`config.mk`:
```
export PLATFORM = sky130hd
export DESIGN_NAME = mem_copy_engine
export DESIGN_NICKNAME = d
export VERILOG_FILES = /design/src/rtl/mcopy_pkg.sv /design/src/rtl/mem_copy_engine.sv
export SDC_FILE = /design/constraint.sdc
export NUM_CORES = 1
export LEC_CHECK = 0
export ABC_AREA = 1
export BUFFER_PORTS_ARGS = -buffer_cell sky130_fd_sc_hd__clkbuf_2
export CORE_MARGIN = 8
export CORE_UTILIZATION = 28
export CTS_CLUSTER_DIAMETER = 200
export DETAILED_ROUTE_END_ITERATION = 8
export GPL_TIMING_DRIVEN = 0
export MAX_ROUTING_LAYER = met4
export PLACE_DENSITY_LB_ADDON = 0.2
export RECOVER_POWER = 100
export SETUP_SLACK_MARGIN = 0.5
export SYNTH_ARGS = -nofsm -noshare
export SYNTH_HDL_FRONTEND = slang
export SYNTH_SLANG_ARGS = --single-unit
```
`constraint.sdc`:
```
create_clock -name clk -period 2.4 [get_ports clk]
set_clock_uncertainty 0.05 [all_clocks]
set_input_delay 0.12 -clock clk [delete_from_list [all_inputs] [get_ports clk]]
set_output_delay 0.12 -clock clk [all_outputs]
set_load 0.01 [all_outputs]
```
`src/rtl/mcopy_pkg.sv`:
```
// mcopy_pkg: state encoding and bus widths for mem_copy_engine.
// Shared by the engine RTL and anything that decodes its bus phases.
package mcopy_pkg;

    localparam int DATA_W = 64;
    localparam int TAG_W  = 8;

    // Upper bits of o_ad while an address phase is on the bus.
    localparam logic [DATA_W-1:0] AD_PAD = '0;

    typedef enum logic [2:0] {
        IDLE,
        RD_ADDR,
        RD_DATA,
        RD_WAIT,
        WR_ADDR,
        WR_DATA,
        FINISH
    } state_t;

endpackage

```
`src/rtl/mem_copy_engine.sv`:
```
// mem_copy_engine: bus-master block copy of tagged 64-bit words.
// MEMCOPY_FILL_EN adds a pattern-fill mode (write-only sequence).
module mem_copy_engine
    import mcopy_pkg::*;
#(
    parameter int ADDR_W = 20,
    parameter int CNT_W  = 20
) (
    input  logic              clk,
    input  logic              reset_n,
    input  logic              cmd_valid,
    output logic              cmd_ready,
    input  logic [ADDR_W-1:0] cmd_src,
    input  logic [ADDR_W-1:0] cmd_dst,
    input  logic [CNT_W-1:0]  cmd_count,
    input  logic              cmd_wforce,
    input  logic              cmd_fill,
    input  logic [DATA_W-1:0] cmd_pattern,
    input  logic [TAG_W-1:0]  cmd_ptag,
    input  logic              cmd_abort,
    input  logic [DATA_W-1:0] i_data,
    input  logic [TAG_W-1:0]  i_tag,
    output logic [DATA_W-1:0] o_ad,
    output logic [TAG_W-1:0]  o_tag,
    output logic              o_astb,
    output logic              o_atomic,
    output logic              o_rd,
    output logic              o_wr,
    output logic              o_wforce,
    output logic              busy,
    output logic              done,
    output logic              aborted,
    output logic [CNT_W-1:0]  words_done
);

    state_t            r_state;
    state_t            w_state_nxt;
    logic [ADDR_W-1:0] r_src;
    logic [ADDR_W-1:0] r_dst;
    logic [CNT_W-1:0]  r_count;
    logic [CNT_W-1:0]  r_words;
    logic [CNT_W-1:0]  w_words_nxt;
    logic              r_wforce;
    logic              r_abort;
    logic [DATA_W-1:0] r_data;
    logic [TAG_W-1:0]  r_tag;
    logic [DATA_W-1:0] w_wdata;
    logic [TAG_W-1:0]  w_wtag;
    logic              w_accept;
    logic              w_fill_cmd;
    logic              w_fill;
    logic              w_last;
    logic              w_abort_req;
    logic              w_in_cmd;

    assign w_accept    = (r_state == IDLE) && cmd_valid;
    assign w_in_cmd    = (r_state != IDLE) && (r_state != FINISH);
    assign w_words_nxt = r_words + CNT_W'(1);
    assign w_last      = (w_words_nxt == r_count);
    assign w_abort_req = r_abort || cmd_abort;

    assign words_done = r_words;
    assign aborted    = r_abort;
    assign o_atomic   = 1'b0;

`ifdef MEMCOPY_FILL_EN
    logic              r_fill;
    logic [DATA_W-1:0] r_pattern;
    logic [TAG_W-1:0]  r_ptag;

    assign w_fill_cmd = cmd_fill;
    assign w_fill     = r_fill;
    assign w_wdata    = r_fill ? r_pattern : r_data;
    assign w_wtag     = r_fill ? r_ptag : r_tag;

    // Fill-mode command fields, captured at accept.
    always_ff @(posedge clk or negedge reset_n) begin
        if (!reset_n) begin
            r_fill    <= 1'b0;
            r_pattern <= '0;
            r_ptag    <= '0;
        end else if (w_accept) begin
            r_fill    <= cmd_fill;
            r_pattern <= cmd_pattern;
            r_ptag    <= cmd_ptag;
        end
    end
`else
    logic w_unused_fill;

    assign w_fill_cmd    = 1'b0;
    assign w_fill        = 1'b0;
    assign w_wdata       = r_data;
    assign w_wtag        = r_tag;
    assign w_unused_fill = ^{cmd_fill, cmd_pattern, cmd_ptag};
`endif

    // State register; reset drops every strobe immediately.
    always_ff @(posedge clk or negedge reset_n) begin
        if (!reset_n) begin
            r_state <= IDLE;
        end else begin
            r_state <= w_state_nxt;
        end
    end

    // Next state and bus outputs, decoded from the current state.
    always_comb begin
        w_state_nxt = r_state;
        cmd_ready   = 1'b0;
        busy        = 1'b1;
        done        = 1'b0;
        o_ad        = '0;
        o_tag       = '0;
        o_astb      = 1'b0;
        o_rd        = 1'b0;
        o_wr        = 1'b0;
        o_wforce    = 1'b0;
        unique case (r_state)
            IDLE: begin
                cmd_ready = 1'b1;
                busy      = 1'b0;
                if (cmd_valid) begin
                    if (cmd_count == '0) begin
                        w_state_nxt = FINISH;
                    end else if (w_fill_cmd) begin
                        w_state_nxt = WR_ADDR;
                    end else begin
                        w_state_nxt = RD_ADDR;
                    end
                end
            end
            RD_ADDR: begin
                o_astb      = 1'b1;
                o_ad        = AD_PAD | DATA_W'(r_src);
                w_state_nxt = RD_DATA;
            end
            RD_DATA: begin
                o_rd        = 1'b1;
                w_state_nxt = RD_WAIT;
            end
            RD_WAIT: begin
                w_state_nxt = WR_ADDR;
            end
            WR_ADDR: begin
                o_astb      = 1'b1;
                o_ad        = AD_PAD | DATA_W'(r_dst);
                w_state_nxt = WR_DATA;
            end
            WR_DATA: begin
                o_wr     = 1'b1;
                o_ad     = w_wdata;
                o_tag    = w_wtag;
                o_wforce = r_wforce;
                if (w_last || w_abort_req) begin
                    w_state_nxt = FINISH;
                end else if (w_fill) begin
                    w_state_nxt = WR_ADDR;
                end else begin
                    w_state_nxt = RD_ADDR;
                end
            end
            FINISH: begin
                done        = 1'b1;
                w_state_nxt = IDLE;
            end
            default: begin
                busy        = 1'b0;
                w_state_nxt = IDLE;
            end
        endcase
    end

    // Address/count datapath, read-data latch and sticky abort flag.
    always_ff @(posedge clk or negedge reset_n) begin
        if (!reset_n) begin
            r_src    <= '0;
            r_dst    <= '0;
            r_count  <= '0;
            r_words  <= '0;
            r_wforce <= 1'b0;
            r_abort  <= 1'b0;
            r_data   <= '0;
            r_tag    <= '0;
        end else if (w_accept) begin
            r_src    <= cmd_src;
            r_dst    <= cmd_dst;
            r_count  <= cmd_count;
            r_words  <= '0;
            r_wforce <= cmd_wforce;
            r_abort  <= 1'b0;
        end else begin
            if (w_in_cmd && cmd_abort) begin
                r_abort <= 1'b1;
            end
            if (r_state == RD_WAIT) begin
                r_data <= i_data;
                r_tag  <= i_tag;
            end
            if (r_state == WR_DATA) begin
                r_src   <= r_src + ADDR_W'(1);
                r_dst   <= r_dst + ADDR_W'(1);
                r_words <= w_words_nxt;
            end
        end
    end

endmodule

```
# == Yosys cells after proc, flatten, opt, wreduce, memory -nomap -nowiden ==
# Cells that the tools add are included.
# totals
reg_bits,157
in_bits,210
output_inout_bits,101
elab_cells,56
# classes
add_sub_neg,3
n_eq_ne,9
muxes,21
bitwise,1
reduce_logical,13
# op_table
op,count
one-hot mux 64 bit (3 select lines),1
two-way mux 20 bit,6
adder 20 x 1 -> 20 bit (second input constant),3
== test 20 bit,1
zero test 20 bit,1
one-hot mux 3 bit (6 select lines),1
== test 3 bit (second input constant),3
two-way mux 1 bit,9
two-way mux 3 bit,3
two-way mux 8 bit,1
== test 3 x 2 -> 1 bit (second input constant),2
OR reduction 6 bit,1
nonzero test 2 bit,2
== test 3 x 1 -> 1 bit (second input constant),1
logical AND 1 bit,3
zero test 3 bit,1
!= test 3 bit (second input constant),1
nonzero test 3 bit,1
logical OR 1 bit,2
!= test 2 bit (second input constant),1
AND reduction 2 bit,1
OR reduction 2 bit,1
NOT 1 bit,1

# == Longest topological paths before layout ==
# Gate-level depths: netlist (run 1).
# logic_depth
word_depth,5
ltp_mapped,15

# == Worst setup path before layout (run 1) ==
# OpenSTA, ideal clock, no wires.
# synth_path
kind,reg-to-reg
start,register r_words[0] (netlist: words_done[0])
end,register r_state[1]
setup_ps,77
t_arrival_ps,1733
required_time_ps,2273
slack_ps,540
stages_incl_launch_ff,16
n_path_buf,0
synth_period_minus_slack_ps,1860
cell_sequence,dfrtp_1 -> ha_1 -> nand2_1 -> nor2_4 -> nand3_2 -> nor2_1 -> nand2_1 -> nand2_1 -> nand2_1 -> nand2_1 -> nand2_1 -> nor2_2 -> nand3_2 -> nand2_2 -> nand2_2 -> a21oi_1
# synth_between
elab_chain_cells,5
# synth_lines
element,line_no,source
"start, declared",mem_copy_engine.sv:41,logic [CNT_W-1:0] r_words;
"start signal, assigned",mem_copy_engine.sv:203,r_words <= w_words_nxt;
adder 20 x 1 -> 20 bit,mem_copy_engine.sv:58,assign w_words_nxt = r_words + CNT_W'(1);
== test 20 bit,mem_copy_engine.sv:59,assign w_last = (w_words_nxt == r_count);
logical OR 1 bit,mem_copy_engine.sv:155,if (w_last || w_abort_req) begin
two-way mux 3 bit,mem_copy_engine.sv:155,
one-hot mux 3 bit (6 select lines),mem_copy_engine.sv:119,unique case (r_state)
"end signal, assigned",mem_copy_engine.sv:103,r_state <= w_state_nxt;
"end, declared",mem_copy_engine.sv:36,state_t r_state;
# Every way passes these cells.
# A chain may end at the register's enable or synchronous reset.

# == Worst setup path after layout (run 1) ==
# layout_path
start,register r_state[1]
end,output port o_ad[19]
# layout_between
elab_chain_cells,2
word_cells_on_any_way,4
cone_classes,eq/ne: 3; mux: 1
# layout_lines
element,line_no,source
== test 3 bit / == test 3 x 1 -> 1 bit (equally long branches),mem_copy_engine.sv:119,
one-hot mux 64 bit (3 select lines) *,mem_copy_engine.sv:119,
"end, declared",mem_copy_engine.sv:23,"output logic [DATA_W-1:0] o_ad,"
# Mark *: on every way between the ends. The rest lies on a longest branch, timed or not.

==> parameters.txt, run 1 <==
Parameter                              Value

STA
  Fin crit period    2260 ps
  Setup-failing EPs final    0
  Final Hold Viols    0
  Count of pins over their slew limit    70
  Slew @ Worst Pin    approximately 1700 ps
  Final period utilization    0.940
  Worst slew margin relative to its limit    -0.136
  RSZ-0062 raised after global routing    true
  Fmax    ~0.44 GHz

Worst setup path
  Reg2Reg Setup Slack    between 150 and 200 ps
  Worst flop-to-flop path endpoint    r_src[18]
  Crit path max fanout    10
  Startpoint Class    flip-flop
  Critical Path Start    r_state[1]
  Req. time, crit path    around 2200 ps
  Arrival @ worst endpoint    2090 ps
  Critical register-to-register path startpoint    r_state[1]
  Kind of end point of the critical path    primary output
  Worst Reg-to-Reg Cells    8
  Critical path start-end classification    flip-flop to primary output

Yosys
  Most instantiated library cell after synthesis    sky130_fd_sc_hd__nand2_1
  Proportion of synthesized chip area in sequential cells    0.466
  Number of flops mapped to enable cells by yosys    0
  Number of storage elements in the synthesis netlist    approximately 160
  Post-synthesis cell type with the largest combined area    sky130_fd_sc_hd__dfrtp_1
  Cell Area, Synth    between 0.008 and 0.009 mm^2
  Distinct cell type count of the synthesized netlist    between 40 and 50
  Most used standard cells in the synthesized netlist    sky130_fd_sc_hd__nand2_1 (325), sky130_fd_sc_hd__dfrtp_1 (157), sky130_fd_sc_hd__inv_1 (138)
  Portion of synthesized cell area occupied by the leading cell type    0.466
  Async SR Flop Fraction    1.00
  Number of standard cells after synthesis    approximately 1100
  Warnings, synthesis    0
  Biggest area contributors in the synthesized netlist    sky130_fd_sc_hd__dfrtp_1 (47%), sky130_fd_sc_hd__nand2_1 (14%), sky130_fd_sc_hd__o21ai_0 (6.7%), sky130_fd_sc_hd__inv_1 (6.1%), sky130_fd_sc_hd__nor2_1 (5.2%)
  Synthesized Nets    ~1300
  Avg Inst Size Synth    7.50 um^2
  Top FF cell, synth    sky130_fd_sc_hd__dfrtp_1

Detailed routing
  Post-detailed-route DRC marker count    0
  Number of detailed-routing iterations run before antenna repair    5
  ANT nets after route    0
  Vias/cell    4.78
  Drt wl/cell    roughly 18 um
  Final wirelength    approximately 37 mm
  Initial DRC count    between 500 and 600
  Number of vias after detailed routing    ~9600

Outcome
  Failing checks    max-capacitance violations, max-slew violations
  Result of the run    finished, violations left

Placed design
  Number of buffers added on ports    approximately 240
  Final weighted congestion in routability-driven placement    0.869
  Placed Cells incl. Taps    1750
  Placement-stage cell area    between 0.01 and 0.015 mm^2
  Detailed Place HPWL    between 20 and 25 mm

Finish
  Final Core Density    0.484
  Final instance area    between 0.01 and 0.015 mm^2
  Number of nets in the finished design    roughly 1800
  Ratio of cells with drive above 1 in the final layout    0.323
  Final cell count without fillers    2004
  Area growth from synthesis to layout    70.4%
  N_diodes    0

Global routing
  Pin count of the biggest net entering global routing    89
  Global-route wire length before repair    ~54 mm
  Global Route Usage Sum    0.198
  Number of global-route vias before repair    between 9000 and 10000
  Total grt overflow    0
  Initial antenna violation count    0

Clocking
  Clock-pin slew on the worst setup and hold paths    around 70 ps
  Clock insertion delay at the later pin of the skew report    430 ps
  Largest buffer count on any clock path    2
  Clock tree from TritonCTS    yes
  Count of H-tree levels built during CTS    4
  Number of sinks handled by clock tree synthesis    roughly 160
  Root buffer cell    sky130_fd_sc_hd__clkbuf_16
  Total CTS buffers    17

Power
  Sum of internal, switching and leakage power    14.5 mW
  Peak supply drop    approximately 0.00045 V
  Pwr/cell area    1010 mW/mm^2
  Static leakage    around 6.6 nW

Die
  Overall die area    0.0359 mm^2
  Top-level port count    just over 300
  Std cell rows    63
  Initial Util    0.284
  Floorplan core area    just under 0.03 mm^2
  Die Y    around 190 um
  Die width    around 190 um

Min path
  Startpoint of the tightest hold check path    cmd_src[18]
  Class of the worst hold path    input port to flip-flop
  WHS Path Cells    3
  Hold Crit Endpoint    r_src[18]

Flow run
  Number of maximum-capacitance violations    1
==> power breakdown <==
| part | total, mW | internal (mW) | switching (mW) |
|---|---|---|---|
| logic | 6.97 | 2.92 | 4.05 |
| registers | 4.65 | 3.79 | 0.864 |
| clock network | 2.85 | 1.49 | 1.36 |
| total | 14.5 | 8.20 | 6.28 |
==> final cells by class <==
cell class,count,area [um^2]
Tap cell,390,488
Clock inverter,15,171
Fill cell,2842,15300
Buffer,50,533
Timing Repair Buffer,459,3650
Inverter,141,534
Clock buffer,17,425
Sequential cell,157,3940
Multi-Input combinational cell,775,4610
==> kinds of logic (layout without fill, tap and decap cells) <==
| group | count (synthesis) | count (layout) | synth area share |
|---|---|---|---|
| buffers and inverters | 191 | 682 | 0.0884 |
| xor gates and xnor gates | 18 | 18 | 0.0203 |
| other | 1 | 1 | 0.000445 |
| AOI/OAI and AO/OA | 206 | 206 | 0.144 |
| adders and majority gates | 3 | 3 | 0.00446 |
| DFF | 157 | 157 | 0.466 |
| and+or+nand+nor | 547 | 547 | 0.276 |
==> sequential cells by signal, summed over array words and instances (netlist names) <==
signal      flops
r_src          20
r_state         3
r_count        20
words_done     20
r_dst          20
r_wforce        1
r_data         64
r_tag           8
aborted         1
==> how the worst max path moves through the flow <==
stage	end	slack [ps]	cells after the start
after floorplan	r_state[1]	540	15
after global placement	r_count[13]	-2020	1
after detailed placement	r_src[16]	-260	7
after CTS	o_ad[55]	250	8
after global routing	o_ad[10]	70	8
final	o_ad[19]	140	8
==> worst max-delay path, stage by stage (launching register included) <==
cell and delay, ps:
sky130_fd_sc_hd__dfrtp_2 460, sky130_fd_sc_hd__buf_6 140, sky130_fd_sc_hd__nor2_4 80, sky130_fd_sc_hd__inv_1 60
sky130_fd_sc_hd__nor2_1 280, sky130_fd_sc_hd__inv_2 110, sky130_fd_sc_hd__buf_8 170, sky130_fd_sc_hd__o21ai_1 180
sky130_fd_sc_hd__clkbuf_1 190
==> timing repair <==
action / 4_1_cts / 5_1_grt
hold endpoints to repair: 204 / 1
hold buffers: 134 / 1
setup endpoints to repair: 233 / 155
resized for setup: 206 / 359
cloned: 2 / 9
setup buffers: 55 / 21
pin swaps: 28 / 53
==> through the flow <==
| step | worst slack [ps] | TNS [ps] | hold WS (ps) |
|---|---|---|---|
| 2_1_floorplan | 540 | 0 | -226 |
| 3_3_place_gp | -2020 | -321640 | 277 |
| 3_5_place_dp | -256 | -8740 | 139 |
| 4_1_cts | 253 | 0 | 15.3 |
| 5_1_grt | 69.9 | 0 | 81.7 |
| 6_report | 144 | 0 | 101 |
==> layout by cell type, fill, tap and decap left out, drive strengths merged <==
master and n:
nand2 333, clkbuf 241, dfrtp 157, inv 150
buf 150, dlygate4sd3 135, nor2 132, o21ai 117
nand3 39, o22ai 18, a22oi 18, nor3 16
o211ai 15, a21oi 15, nand4 14, xor2 14
o221ai 8, nand3b 7, nor4 4, o311ai 3
xnor2 3, o21bai 3, clkinvlp 3, ha 3
a31oi 2, a221o 2, clkinv 2, and2 1
a22o 1, xnor3 1, or2 1, o2111ai 1
a211oi 1, a21o 1, o21a 1, conb 1
bufinv 1
==> layer usage <==
| layer | global-route usage | share of wire | up-vias |
|---|---|---|---|
| li1 | - | - | 4574 |
| met1 | 0.249 | 0.43 | 4582 |
| met2 | 0.320 | 0.49 | 342 |
| met3 | 0.0305 | 0.053 | 80 |
| met4 | 0.0698 | 0.034 | 0 |
| met5 | - | 0 | - |
Note: power is estimated with default switching activity, not from simulation.
==> inputs of run 2 (changes only) <==
==> constraint.sdc (replaced) <==
create_clock -name clk -period 2.4 [get_ports clk]
set_clock_uncertainty 0.05 [all_clocks]
set_input_delay 0.24 -clock clk [delete_from_list [all_inputs] [get_ports clk]]
set_output_delay 0.24 -clock clk [all_outputs]
set_load 0.01 [all_outputs]
==> run 2 against run 1 <==
- first-iteration DRC count increased by 23%
- via count shrank 2.7%
- global-route usage fell by 0.23 points
- the run now ends clean
- sequential share of layout area increased by 2.3 points
- power fell by 5.3%
- flip-flop and latch count unchanged
- die area stayed put
- maximum frequency shrank 2.8%
- highest routed layer unchanged
- worst hold slack worse by 94 ps
- combinational power shrank 10%
==> parameters.txt, run 2 (synthesis gave the netlist of run 1 again) <==
Parameter                              Value

Die
  Floorplan core area    0.0296 mm^2
  Die Y    189 um
  Initial Util    0.284
  Top-level port count    311
  Die width    ~190 um
  Overall die area    approximately 0.036 mm^2
  Std cell rows    63

STA
  Slew @ Worst Pin    about 800 ps
  Count of pins over their slew limit    0
  Setup-failing EPs final    0
  RSZ-0062 raised after global routing    true
  Fin crit period    approximately 2300 ps
  Fmax    approximately 0.43 GHz
  Final Hold Viols    0
  Worst slew margin relative to its limit    0.468
  Final period utilization    0.967

Detailed routing
  Post-detailed-route DRC marker count    0
  Drt wl/cell    18.1 um
  Final wirelength    between 30 and 40 mm
  Vias/cell    4.76
  Number of vias after detailed routing    9318
  Number of detailed-routing iterations run before antenna repair    5
  ANT nets after route    0
  Initial DRC count    728

Power
  Switching part of the total power    0.431
  Pwr/cell area    between 1000 and 1500 mW/mm^2
  Peak supply drop    0.000482 V
  Sw Pwr    roughly 6 mW
  Comb pwr share    0.457
  Static leakage    between 6 and 7 nW
  Internal Dissipation    between 7 and 8 mW
  Seq pwr share    0.336
  Share of power burned in the clock network    0.207

Finish
  Final Core Density    0.447
  Area growth from synthesis to layout    57.1%
  Final instance area    between 0.01 and 0.015 mm^2
  Commonest cells after routing, fill and taps aside    sky130_fd_sc_hd__nand2_1 (311), sky130_fd_sc_hd__clkbuf_2 (160), sky130_fd_sc_hd__dfrtp_1 (151)
  Number of nets in the finished design    approximately 1800
  Biggest register    r_data
  Max FFs per register    64
  Ratio of cells with drive above 1 in the final layout    0.287
  Leading cell type in the layout, fill and taps excluded    sky130_fd_sc_hd__nand2_1
  N_diodes    0

Placed design
  Detailed Place HPWL    24.5 mm
  Number of buffers added on ports    between 200 and 250
  Final weighted congestion in routability-driven placement    0.869
  Placement-stage cell area    0.0101 mm^2

Clocking
  Number of sinks handled by clock tree synthesis    ~160
  Largest buffer count on any clock path    2
  Root buffer cell    sky130_fd_sc_hd__clkbuf_16
  Clock insertion delay at the later pin of the skew report    430 ps
  Clock-pin slew on the worst setup and hold paths    roughly 80 ps
  Total CTS buffers    17
  Count of H-tree levels built during CTS    4
  Clock tree from TritonCTS    yes

Worst setup path
  Worst Reg-to-Reg Cells    11
  Reg2Reg Setup Slack    80 ps
  Critical Path Start    r_state[2]
  Req. time, crit path    2660 ps
  Critical register-to-register path startpoint    r_state[2]
  Startpoint Class    flip-flop
  Arrival @ worst endpoint    roughly 2600 ps
  Worst Setup EP    words_done[7]
  Worst flop-to-flop path endpoint    words_done[7]
  Critical path start-end classification    flip-flop to flip-flop
  Kind of end point of the critical path    flip-flop
  Crit path max fanout    7

Global routing
  Initial antenna violation count    0
  Global-route wire length before repair    53.2 mm
  Total grt overflow    0
  Global Route Usage Sum    0.196
  Pin count of the biggest net entering global routing    around 90
  Number of global-route vias before repair    between 9000 and 10000

Flow run
  Number of maximum-capacitance violations    0

Outcome
  Result of the run    finished, final reports clean

Min path
  Class of the worst hold path    input port to flip-flop
  Startpoint of the tightest hold check path    cmd_dst[3]
[run 2: worst max-delay path: stages, from the launching register on]
cell	delay (ps)
sky130_fd_sc_hd__dfrtp_1	470
sky130_fd_sc_hd__inv_4	80
sky130_fd_sc_hd__nor3_4	240
sky130_fd_sc_hd__inv_2	80
sky130_fd_sc_hd__clkbuf_4	140
sky130_fd_sc_hd__clkbuf_4	120
sky130_fd_sc_hd__clkbuf_1	140
sky130_fd_sc_hd__nand2_1	190
sky130_fd_sc_hd__buf_12	170
sky130_fd_sc_hd__clkbuf_2	190
sky130_fd_sc_hd__clkbuf_2	230
sky130_fd_sc_hd__o22ai_1	110
[run 2: metrics by stage]
| step | worst slack [ps] | total power, mW | instances | setup TNS (ps) | hold WS (ps) |
|---|---|---|---|---|---|
| finish | 79.1 | 13.7 | 1959 | 0 | 6.62 |
| global route | 61.3 | 14.6 | 1959 | 0 | 10.4 |
| CTS | 151 | 13.3 | 1936 | 0 | 1.63 |
| detailed placement | -312 | 9.30 | 1750 | -13020 | 259 |
| global placement | -2140 | 9.21 | 1749 | -343390 | 397 |
| floorplan | 540 | 7.40 | 1123 | 0 | -106 |
[run 2: timing repair]
item,CTS,global route
endpoints found under the setup margin,235,156
pin swaps,22,40
gates cloned,3,3
endpoints found under the hold margin,169,0
setup buffers,50,20
hold buffers,101,0
resized for setup,186,189
[run 2: final cells by class]
class | count | area (um^2)
Buffer | 50 | 442
Clock buffer | 17 | 425
Clock inverter | 15 | 171
Fill cell | 3014 | 16400
Inverter | 141 | 532
Multi-Input combinational cell | 775 | 4290
Sequential cell | 157 | 3940
Tap cell | 390 | 488
Timing Repair Buffer | 414 | 2950
[run 2: metal layers]
metal	part of all wire	GRT usage	vias to the layer above
met2	0.48	0.319	336
met5	0	-	-
met1	0.43	0.245	4431
li1	-	-	4492
met3	0.059	0.0337	59
met4	0.030	0.0610	0
[run 2: how the worst min path moves through the flow]
stage,endpoint,cells past startpoint
final,r_dst[3],3
after global routing,r_src[11],3
after CTS,r_dst[3],3
after detailed placement,r_dst[19],1
after global placement,r_data[1],3
after floorplan,aborted,0
[run 2: power by group through the flow]
stage	combinational [mW]	sequential, mW	clock (mW)
finish	6.26	4.61	2.84
global route	6.87	4.73	3.02
CTS	5.88	4.56	2.90
detailed placement	4.70	4.60	0
global placement	4.62	4.59	0
floorplan	3.06	4.34	0
